==> src/rtl/pong_pkg.sv <==
// pong_pkg
// Shared screen geometry, object sizes and colours for the pong game logic
// and the VGA renderer. Also holds the coordinate type and the overlap-safe
// span test used for every rectangle hit test.
package pong_pkg;

    // 640x480@60Hz timing
    localparam int H_ACTIVE = 640;
    localparam int H_FP     = 16;
    localparam int H_SYNC   = 96;
    localparam int H_BP     = 48;
    localparam int H_TOTAL  = H_ACTIVE + H_FP + H_SYNC + H_BP;

    localparam int V_ACTIVE = 480;
    localparam int V_FP     = 10;
    localparam int V_SYNC   = 2;
    localparam int V_BP     = 33;
    localparam int V_TOTAL  = V_ACTIVE + V_FP + V_SYNC + V_BP;

    // Object geometry, px
    localparam int BALL_SIZE     = 10;
    localparam int PADDLE_WIDTH  = 10;
    localparam int PADDLE_HEIGHT = 60;
    localparam int PLAYER_X      = 0;
    localparam int OPP_X         = 630;
    localparam int NET_X         = 319;
    localparam int NET_WIDTH     = 2;

    // Colours {R1,R0,G1,G0,B1,B0}
    localparam logic [5:0] COL_BALL   = 6'b111111;
    localparam logic [5:0] COL_PADDLE = 6'b001111;
    localparam logic [5:0] COL_NET    = 6'b010101;
    localparam logic [5:0] COL_BG     = 6'b000000;

    localparam int POS_W = 10;
    typedef logic [POS_W-1:0] pos_t;

    // Slot order of the four position inputs inside the renderer snapshot
    localparam int IDX_BALL_X = 0;
    localparam int IDX_BALL_Y = 1;
    localparam int IDX_PAD_Y  = 2;
    localparam int IDX_OPP_Y  = 3;
    localparam int NUM_POS    = 4;

    // Snapshot contents after reset: ball centred, paddles centred
    localparam pos_t SHADOW_RST [NUM_POS] = '{10'd315, 10'd235, 10'd210, 10'd210};

    // True when coord lies in [start, start+len-1]. The end point is formed
    // in 11 bits so an object near the top of the 10-bit range cannot wrap
    // around and light up pixels near zero.
    function automatic logic in_span(input pos_t coord, input pos_t start, input int len);
        logic [POS_W:0] c;
        logic [POS_W:0] s;
        logic [POS_W:0] e;
        c = {1'b0, coord};
        s = {1'b0, start};
        e = s + (POS_W+1)'(len - 1);
        return (c >= s) && (c <= e);
    endfunction

endpackage

==> src/rtl/vga_timing_gen.sv <==
// vga_timing_gen
// Horizontal/vertical raster counters plus the combinational decodes of the
// current counter state. All decodes are unregistered; the renderer registers
// them together with the pixel colour so they stay aligned.
// Ports:
//   clk, rst     pixel clock, synchronous active-high reset
//   hc, vc       current column / line
//   hsync_raw    active-low horizontal sync for (hc,vc)
//   vsync_raw    active-low vertical sync for (hc,vc)
//   active       (hc,vc) is inside the visible area
//   frame_tick   high for the single cycle with hc=0, vc=V_ACTIVE
module vga_timing_gen #(
    parameter int H_ACTIVE = 640,
    parameter int H_FP     = 16,
    parameter int H_SYNC   = 96,
    parameter int H_BP     = 48,
    parameter int V_ACTIVE = 480,
    parameter int V_FP     = 10,
    parameter int V_SYNC   = 2,
    parameter int V_BP     = 33
) (
    input  logic          clk,
    input  logic          rst,
    output pong_pkg::pos_t hc,
    output pong_pkg::pos_t vc,
    output logic          hsync_raw,
    output logic          vsync_raw,
    output logic          active,
    output logic          frame_tick
);

    localparam int H_TOTAL  = H_ACTIVE + H_FP + H_SYNC + H_BP;
    localparam int V_TOTAL  = V_ACTIVE + V_FP + V_SYNC + V_BP;
    localparam int HS_FIRST = H_ACTIVE + H_FP;
    localparam int HS_LAST  = HS_FIRST + H_SYNC - 1;
    localparam int VS_FIRST = V_ACTIVE + V_FP;
    localparam int VS_LAST  = VS_FIRST + V_SYNC - 1;

    pong_pkg::pos_t hc_reg;
    pong_pkg::pos_t vc_reg;
    pong_pkg::pos_t hc_next;
    pong_pkg::pos_t vc_next;

    always_comb begin
        hc_next = hc_reg + pong_pkg::pos_t'(1);
        vc_next = vc_reg;
        if (hc_reg == pong_pkg::pos_t'(H_TOTAL - 1)) begin
            hc_next = '0;
            if (vc_reg == pong_pkg::pos_t'(V_TOTAL - 1)) begin
                vc_next = '0;
            end else begin
                vc_next = vc_reg + pong_pkg::pos_t'(1);
            end
        end
    end

    always_ff @(posedge clk) begin
        if (rst) begin
            hc_reg <= '0;
            vc_reg <= '0;
        end else begin
            hc_reg <= hc_next;
            vc_reg <= vc_next;
        end
    end

    assign hc = hc_reg;
    assign vc = vc_reg;

    assign hsync_raw = !((hc_reg >= pong_pkg::pos_t'(HS_FIRST)) &&
                         (hc_reg <= pong_pkg::pos_t'(HS_LAST)));
    assign vsync_raw = !((vc_reg >= pong_pkg::pos_t'(VS_FIRST)) &&
                         (vc_reg <= pong_pkg::pos_t'(VS_LAST)));
    assign active    = (hc_reg < pong_pkg::pos_t'(H_ACTIVE)) &&
                       (vc_reg < pong_pkg::pos_t'(V_ACTIVE));
    assign frame_tick = (hc_reg == '0) && (vc_reg == pong_pkg::pos_t'(V_ACTIVE));

endmodule

==> src/rtl/pong_vga_renderer.sv <==
// pong_vga_renderer
// Draws ball, both paddles and a dashed centre net as VGA video. Positions
// are frozen into a snapshot once per frame (at frame_tick, the first
// blanking line) so the game can update them at any time without tearing.
// frame_tick doubles as the game's step strobe.
// Ports:
//   clk, rst      pixel clock, synchronous active-high reset
//   ball_x/y      ball top-left, px
//   paddle_y      player paddle top, px
//   opp_paddle_y  opponent paddle top, px
//   hsync, vsync  active-low syncs, registered
//   rgb           {R1,R0,G1,G0,B1,B0}, registered, zero outside active area
//   display_on    registered active-area flag, aligned with rgb
//   frame_tick    one-cycle pulse at hc=0, vc=V_ACTIVE
module pong_vga_renderer
    import pong_pkg::*;
#(
    parameter int H_ACTIVE = pong_pkg::H_ACTIVE,
    parameter int H_FP     = pong_pkg::H_FP,
    parameter int H_SYNC   = pong_pkg::H_SYNC,
    parameter int H_BP     = pong_pkg::H_BP,
    parameter int V_ACTIVE = pong_pkg::V_ACTIVE,
    parameter int V_FP     = pong_pkg::V_FP,
    parameter int V_SYNC   = pong_pkg::V_SYNC,
    parameter int V_BP     = pong_pkg::V_BP,
    parameter int PLAYER_X = pong_pkg::PLAYER_X,
    parameter int OPP_X    = H_ACTIVE - pong_pkg::PADDLE_WIDTH,
    parameter int NET_X    = H_ACTIVE / 2 - 1
) (
    input  logic       clk,
    input  logic       rst,
    input  logic [9:0] ball_x,
    input  logic [9:0] ball_y,
    input  logic [9:0] paddle_y,
    input  logic [9:0] opp_paddle_y,
    output logic       hsync,
    output logic       vsync,
    output logic [5:0] rgb,
    output logic       display_on,
    output logic       frame_tick
);

    pos_t hc;
    pos_t vc;
    logic hsync_raw;
    logic vsync_raw;
    logic active;
    logic tick;

    vga_timing_gen #(
        .H_ACTIVE (H_ACTIVE),
        .H_FP     (H_FP),
        .H_SYNC   (H_SYNC),
        .H_BP     (H_BP),
        .V_ACTIVE (V_ACTIVE),
        .V_FP     (V_FP),
        .V_SYNC   (V_SYNC),
        .V_BP     (V_BP)
    ) u_timing (
        .clk        (clk),
        .rst        (rst),
        .hc         (hc),
        .vc         (vc),
        .hsync_raw  (hsync_raw),
        .vsync_raw  (vsync_raw),
        .active     (active),
        .frame_tick (tick)
    );

    // ---------------------------------------------------------------
    // Per-frame snapshot of the game positions
    // ---------------------------------------------------------------
    pos_t pos_in [NUM_POS];
    pos_t shadow [NUM_POS];

    assign pos_in[IDX_BALL_X] = ball_x;
    assign pos_in[IDX_BALL_Y] = ball_y;
    assign pos_in[IDX_PAD_Y]  = paddle_y;
    assign pos_in[IDX_OPP_Y]  = opp_paddle_y;

    for (genvar gi = 0; gi < NUM_POS; gi++) begin : g_shadow
        pos_t val_reg;

        always_ff @(posedge clk) begin
            if (rst) begin
                val_reg <= SHADOW_RST[gi];
            end else if (tick) begin
                val_reg <= pos_in[gi];
            end
        end

        assign shadow[gi] = val_reg;
    end

    // ---------------------------------------------------------------
    // Hit tests against the snapshot
    // ---------------------------------------------------------------
    logic ball_hit;
    logic player_hit;
    logic opp_hit;
    logic net_hit;

    assign ball_hit   = in_span(hc, shadow[IDX_BALL_X], BALL_SIZE) &&
                        in_span(vc, shadow[IDX_BALL_Y], BALL_SIZE);
    assign player_hit = in_span(hc, pos_t'(PLAYER_X), PADDLE_WIDTH) &&
                        in_span(vc, shadow[IDX_PAD_Y], PADDLE_HEIGHT);
    assign opp_hit    = in_span(hc, pos_t'(OPP_X), PADDLE_WIDTH) &&
                        in_span(vc, shadow[IDX_OPP_Y], PADDLE_HEIGHT);
    // Net is dashed in 16-line segments: drawn while line bit 4 is clear
    assign net_hit    = in_span(hc, pos_t'(NET_X), NET_WIDTH) && (vc[4] == 1'b0);

    // ---------------------------------------------------------------
    // Priority compositor
    // ---------------------------------------------------------------
    logic [5:0] rgb_next;

    always_comb begin
        rgb_next = COL_BG;
        if (active) begin
            if (ball_hit) begin
                rgb_next = COL_BALL;
            end else if (player_hit || opp_hit) begin
                rgb_next = COL_PADDLE;
            end else if (net_hit) begin
                rgb_next = COL_NET;
            end
        end
    end

    // ---------------------------------------------------------------
    // Output register: syncs, active flag and colour share one stage so
    // they all describe the same raster position.
    // ---------------------------------------------------------------
    logic       hsync_reg;
    logic       vsync_reg;
    logic [5:0] rgb_reg;
    logic       display_on_reg;

    always_ff @(posedge clk) begin
        if (rst) begin
            hsync_reg      <= 1'b1;
            vsync_reg      <= 1'b1;
            rgb_reg        <= COL_BG;
            display_on_reg <= 1'b0;
        end else begin
            hsync_reg      <= hsync_raw;
            vsync_reg      <= vsync_raw;
            rgb_reg        <= rgb_next;
            display_on_reg <= active;
        end
    end

    assign hsync      = hsync_reg;
    assign vsync      = vsync_reg;
    assign rgb        = rgb_reg;
    assign display_on = display_on_reg;
    assign frame_tick = tick;

endmodule

==> config.mk <==
export PLATFORM = sky130hd
export DESIGN_NAME = pong_vga_renderer
export DESIGN_NICKNAME = d
export VERILOG_FILES = /design/src/rtl/pong_pkg.sv /design/src/rtl/vga_timing_gen.sv /design/src/rtl/pong_vga_renderer.sv
export SDC_FILE = /design/constraint.sdc
export NUM_CORES = 1
export LEC_CHECK = 0
export ABC_AREA = 1
export CAP_MARGIN = 30
export CORE_AREA = 2 2 105 107
export CTS_BUF_LIST = sky130_fd_sc_hd__clkbuf_8
export DETAILED_ROUTE_END_ITERATION = 7
export DIE_AREA = 0 0 107 109
export PLACE_DENSITY = 0.86
export RECOVER_POWER = 100
export SYNTH_ARGS = -nofsm -noshare
export SYNTH_HDL_FRONTEND = slang
export SYNTH_SLANG_ARGS = --single-unit
export TNS_END_PERCENT = 50
==> constraint.sdc <==
create_clock -name clk -period 2.2 [get_ports clk]
set_clock_uncertainty 0.2 [all_clocks]
set_input_delay 0.66 -clock clk [delete_from_list [all_inputs] [get_ports clk]]
set_output_delay 0.66 -clock clk [all_outputs]
set_load 0.02 [all_outputs]
==> flow_metrics.env <==
export IMPL_status="complete, but fails checks"
export IMPL_violations="negative setup slack"
export IMPL_drt_pass1_iter_count=5
export IMPL_rr_worst_depth=16
export IMPL_io_pins=52
export IMPL_final_cells=1085
export IMPL_powerDensity_nw_per_um2=332
export IMPL_route_antenna_remaining_nets=0
export IMPL_power_leakage_nw=3.77
export IMPL_crit_path_end_kind="flop"
export IMPL_clock_latency_ps=360
export IMPL_dpl_hpwl_um=11200
export IMPL_tightest_slew_ps=610
export IMPL_relSlewSlack_pct=58.9
export IMPL_num_nets_final=1074
export IMPL_cts_hold_buffers=0
export IMPL_drc=0
export IMPL_crit_path_cell_trace="inv_2 -> ha_4 -> inv_2 -> a21oi_4 -> nand3_2 -> nand3_1 -> xor2_1 -> ha_1 -> a21o_1 -> a21oi_1 -> nand2_2 -> nand2_2 -> nand3_2 -> nand2_2 -> nand2_2 -> nand3_1"
export IMPL_grt_use_total_pct=27.1
export IMPL_cts_root_buf="clkbuf_8"
export IMPL_clk_pin_slew_ps=80
export IMPL_antenna_found_initial=0
export IMPL_critical_path_arrival_ps=2710
export IMPL_wl_um=16300
export IMPL_final_hold_viol_count=0
export IMPL_final_common_cell="nand2_1"
export IMPL_largest_reg_flops=40
export IMPL_min_path_type="flop to flop"
export IMPL_num_rows=38
export IMPL_via_per_inst=5.48
export IMPL_synth_avg_cell_area_um2=7.18
export IMPL_drt_iter0_markers=414
export IMPL_cp_common_cell="nand2_2"
export IMPL_synthCells=783
export IMPL_grt_setup_unrepaired="yes"
export IMPL_cpMaxStageDelayCell="dfxtp_1"
export IMPL_portBuffers=51
export IMPL_wl_per_cell_um=15.1
export IMPL_fin_crit_ps=2610
export IMPL_grt_max_degree=41
export IMPL_final_util_pct=70.8
export IMPL_ys_seq_elements=67
export IMPL_vias=5950
export IMPL_final_max_slew_viol_count=0
export IMPL_routabilityCongestion=0.954
export IMPL_synth_nets=917
export IMPL_cts_made_buffers=9
export IMPL_finalSetupViolations=9
export IMPL_fp_dieH_um=109
export IMPL_grt_pass1_vias=5648
export IMPL_cts_tree="done"
export IMPL_layout_drive_gt1_share_pct=24.9
export IMPL_grt_overflow=0
export IMPL_min_path_cells=2
export IMPL_clock_path_buffers=2
export IMPL_grt_first_pass_wirelength_um=25200
export IMPL_dp_cells=1052
export IMPL_min_to="g_shadow[3].val_reg[9]"
export IMPL_cts_sinks=67
export IMPL_irDropWorstVdd_uv=270
export IMPL_max_freq_ghz=0.383
export IMPL_htree_levels=3
export IMPL_ys_warnings_count=0
export IMPL_yosysSeqAreaShare_pct=23.9
export IMPL_syn_to_final_growth_pct=33.5
export IMPL_start_kind="flop"
export IMPL_synth_edf_count=0
export IMPL_async_flop_share_pct=0
export IMPL_die_w_um=107
export IMPL_dieArea_um2=11700
export IMPL_r2r_slack_ps=-410
export IMPL_core_um2=10600
export IMPL_finalCritPeriodShare_pct=119
export IMPL_reg2reg_from="g_shadow[2].val_reg[1]"
export IMPL_hp_start="g_shadow[3].val_reg[9]"
export IMPL_regToRegEndpoint="rgb[2]"
export IMPL_synth_distinct_cells=38
export IMPL_initial_core_util_pct=53.0
export IMPL_syn_cell_area_um2=5620
export IMPL_path_max_fanout=2
export IMPL_crit_required_ps=2300
export IMPL_final_cell_mix="nand2_1, inv_1, buf_4, ha_1, nor2_1"
export IMPL_synth_main_ff_cell="dfxtp_1"
export IMPL_n_antenna_cell=0
export IMPL_layout_setup_ws_ps=-414
export IMPL_slowest_delay_ps=330
export IMPL_criticalPathCategory="flop to flop"
export IMPL_drv_cap=0
-- per-layer routing --
layer	wire [um]	global-route usage [%]	vias to the layer above
li1	-	-	2891
met1	6480	32.0	2754
met2	8040	48.6	239
met3	1120	4.84	66
met4	693	11.4	0
met5	0	0	-
-- worst max-delay path, delay by kind of cell, from the launching register on --
family	cells	cell delay (ps)
DFF	1	330
and+or+nand+nor	8	720
buffers and inverters	2	140
xor gates and xnor gates	1	170
AOI/OAI and AO/OA	3	570
adders and majority gates	2	420
-- power by group --
group          internal (mW)  total, mW  switching [mW]
logic                  0.116      0.209          0.0930
registers               1.22       1.22         0.00356
clock network          0.521       1.06           0.540
-- cell usage after synthesis, drive strengths merged, types with 7 or more instances --
cell type | instances | area [um2]
nor3 | 21 | 115
nor4 | 7 | 65.1
dfxtp | 67 | 1340
nand4 | 14 | 103
inv | 118 | 443
o21ai | 34 | 170
a21oi | 53 | 265
nand3 | 40 | 200
ha | 92 | 1150
nand2 | 171 | 649
o211ai | 22 | 260
xor2 | 32 | 280
a21o | 9 | 67.6
nor2 | 71 | 277
buf | 9 | 81.3
-- how the worst max path moves through the flow --
stage	from	to	slack, ps	depth (start not counted)
2_1_floorplan	g_shadow[3].val_reg[0]	rgb[2]	-10	18
3_3_place_gp	u_timing.hc[0]	frame_tick	-340	5
3_5_place_dp	u_timing.hc[0]	frame_tick	-360	5
4_1_cts	u_timing.hc[2]	frame_tick	-230	6
5_1_grt	g_shadow[2].val_reg[0]	rgb[2]	-570	16
6_report	g_shadow[2].val_reg[1]	rgb[2]	-410	16
-- layout make-up --
type / instances / area (um2)
clock buffer: 9 / 124
sequential: 67 / 1360
inverter: 119 / 455
multi-input combinational: 581 / 3970
timing repair buffer: 162 / 1360
fill: 770 / 3100
clock inverter: 7 / 68.8
tap: 140 / 175
-- logic make-up after synthesis --
family	share of synthesized area, %
and+or+nand+nor	26.0
DFF	23.9
AOI/OAI and AO/OA	14.4
buffers and inverters	10.0
xor gates and xnor gates	5.30
adders and majority gates	20.5
-- stage by stage --
stage	cell area [um2]	hold WS, ps	power [mW]	setup TNS (ps)	worst slack (ps)
2_1_floorplan	5670	257	1.32	-14.6	-14.6
3_3_place_gp	6950	302	1.43	-1450	-341
3_5_place_dp	6950	307	1.44	-1750	-362
4_1_cts	7290	318	2.49	-1130	-233
5_1_grt	7510	346	2.56	-5200	-571
6_report	7510	315	2.49	-1580	-414
-- timing repair --
| action | 4_1_cts | 5_1_grt |
|---|---|---|
| gates resized for setup | 33 | 62 |
| endpoints found under the setup margin | 5 | 50 |
| pin swaps | 16 | 18 |
| cloned | 0 | 1 |
| buffers inserted | 10 | 8 |
Note: power is estimated with default switching activity, not from simulation.
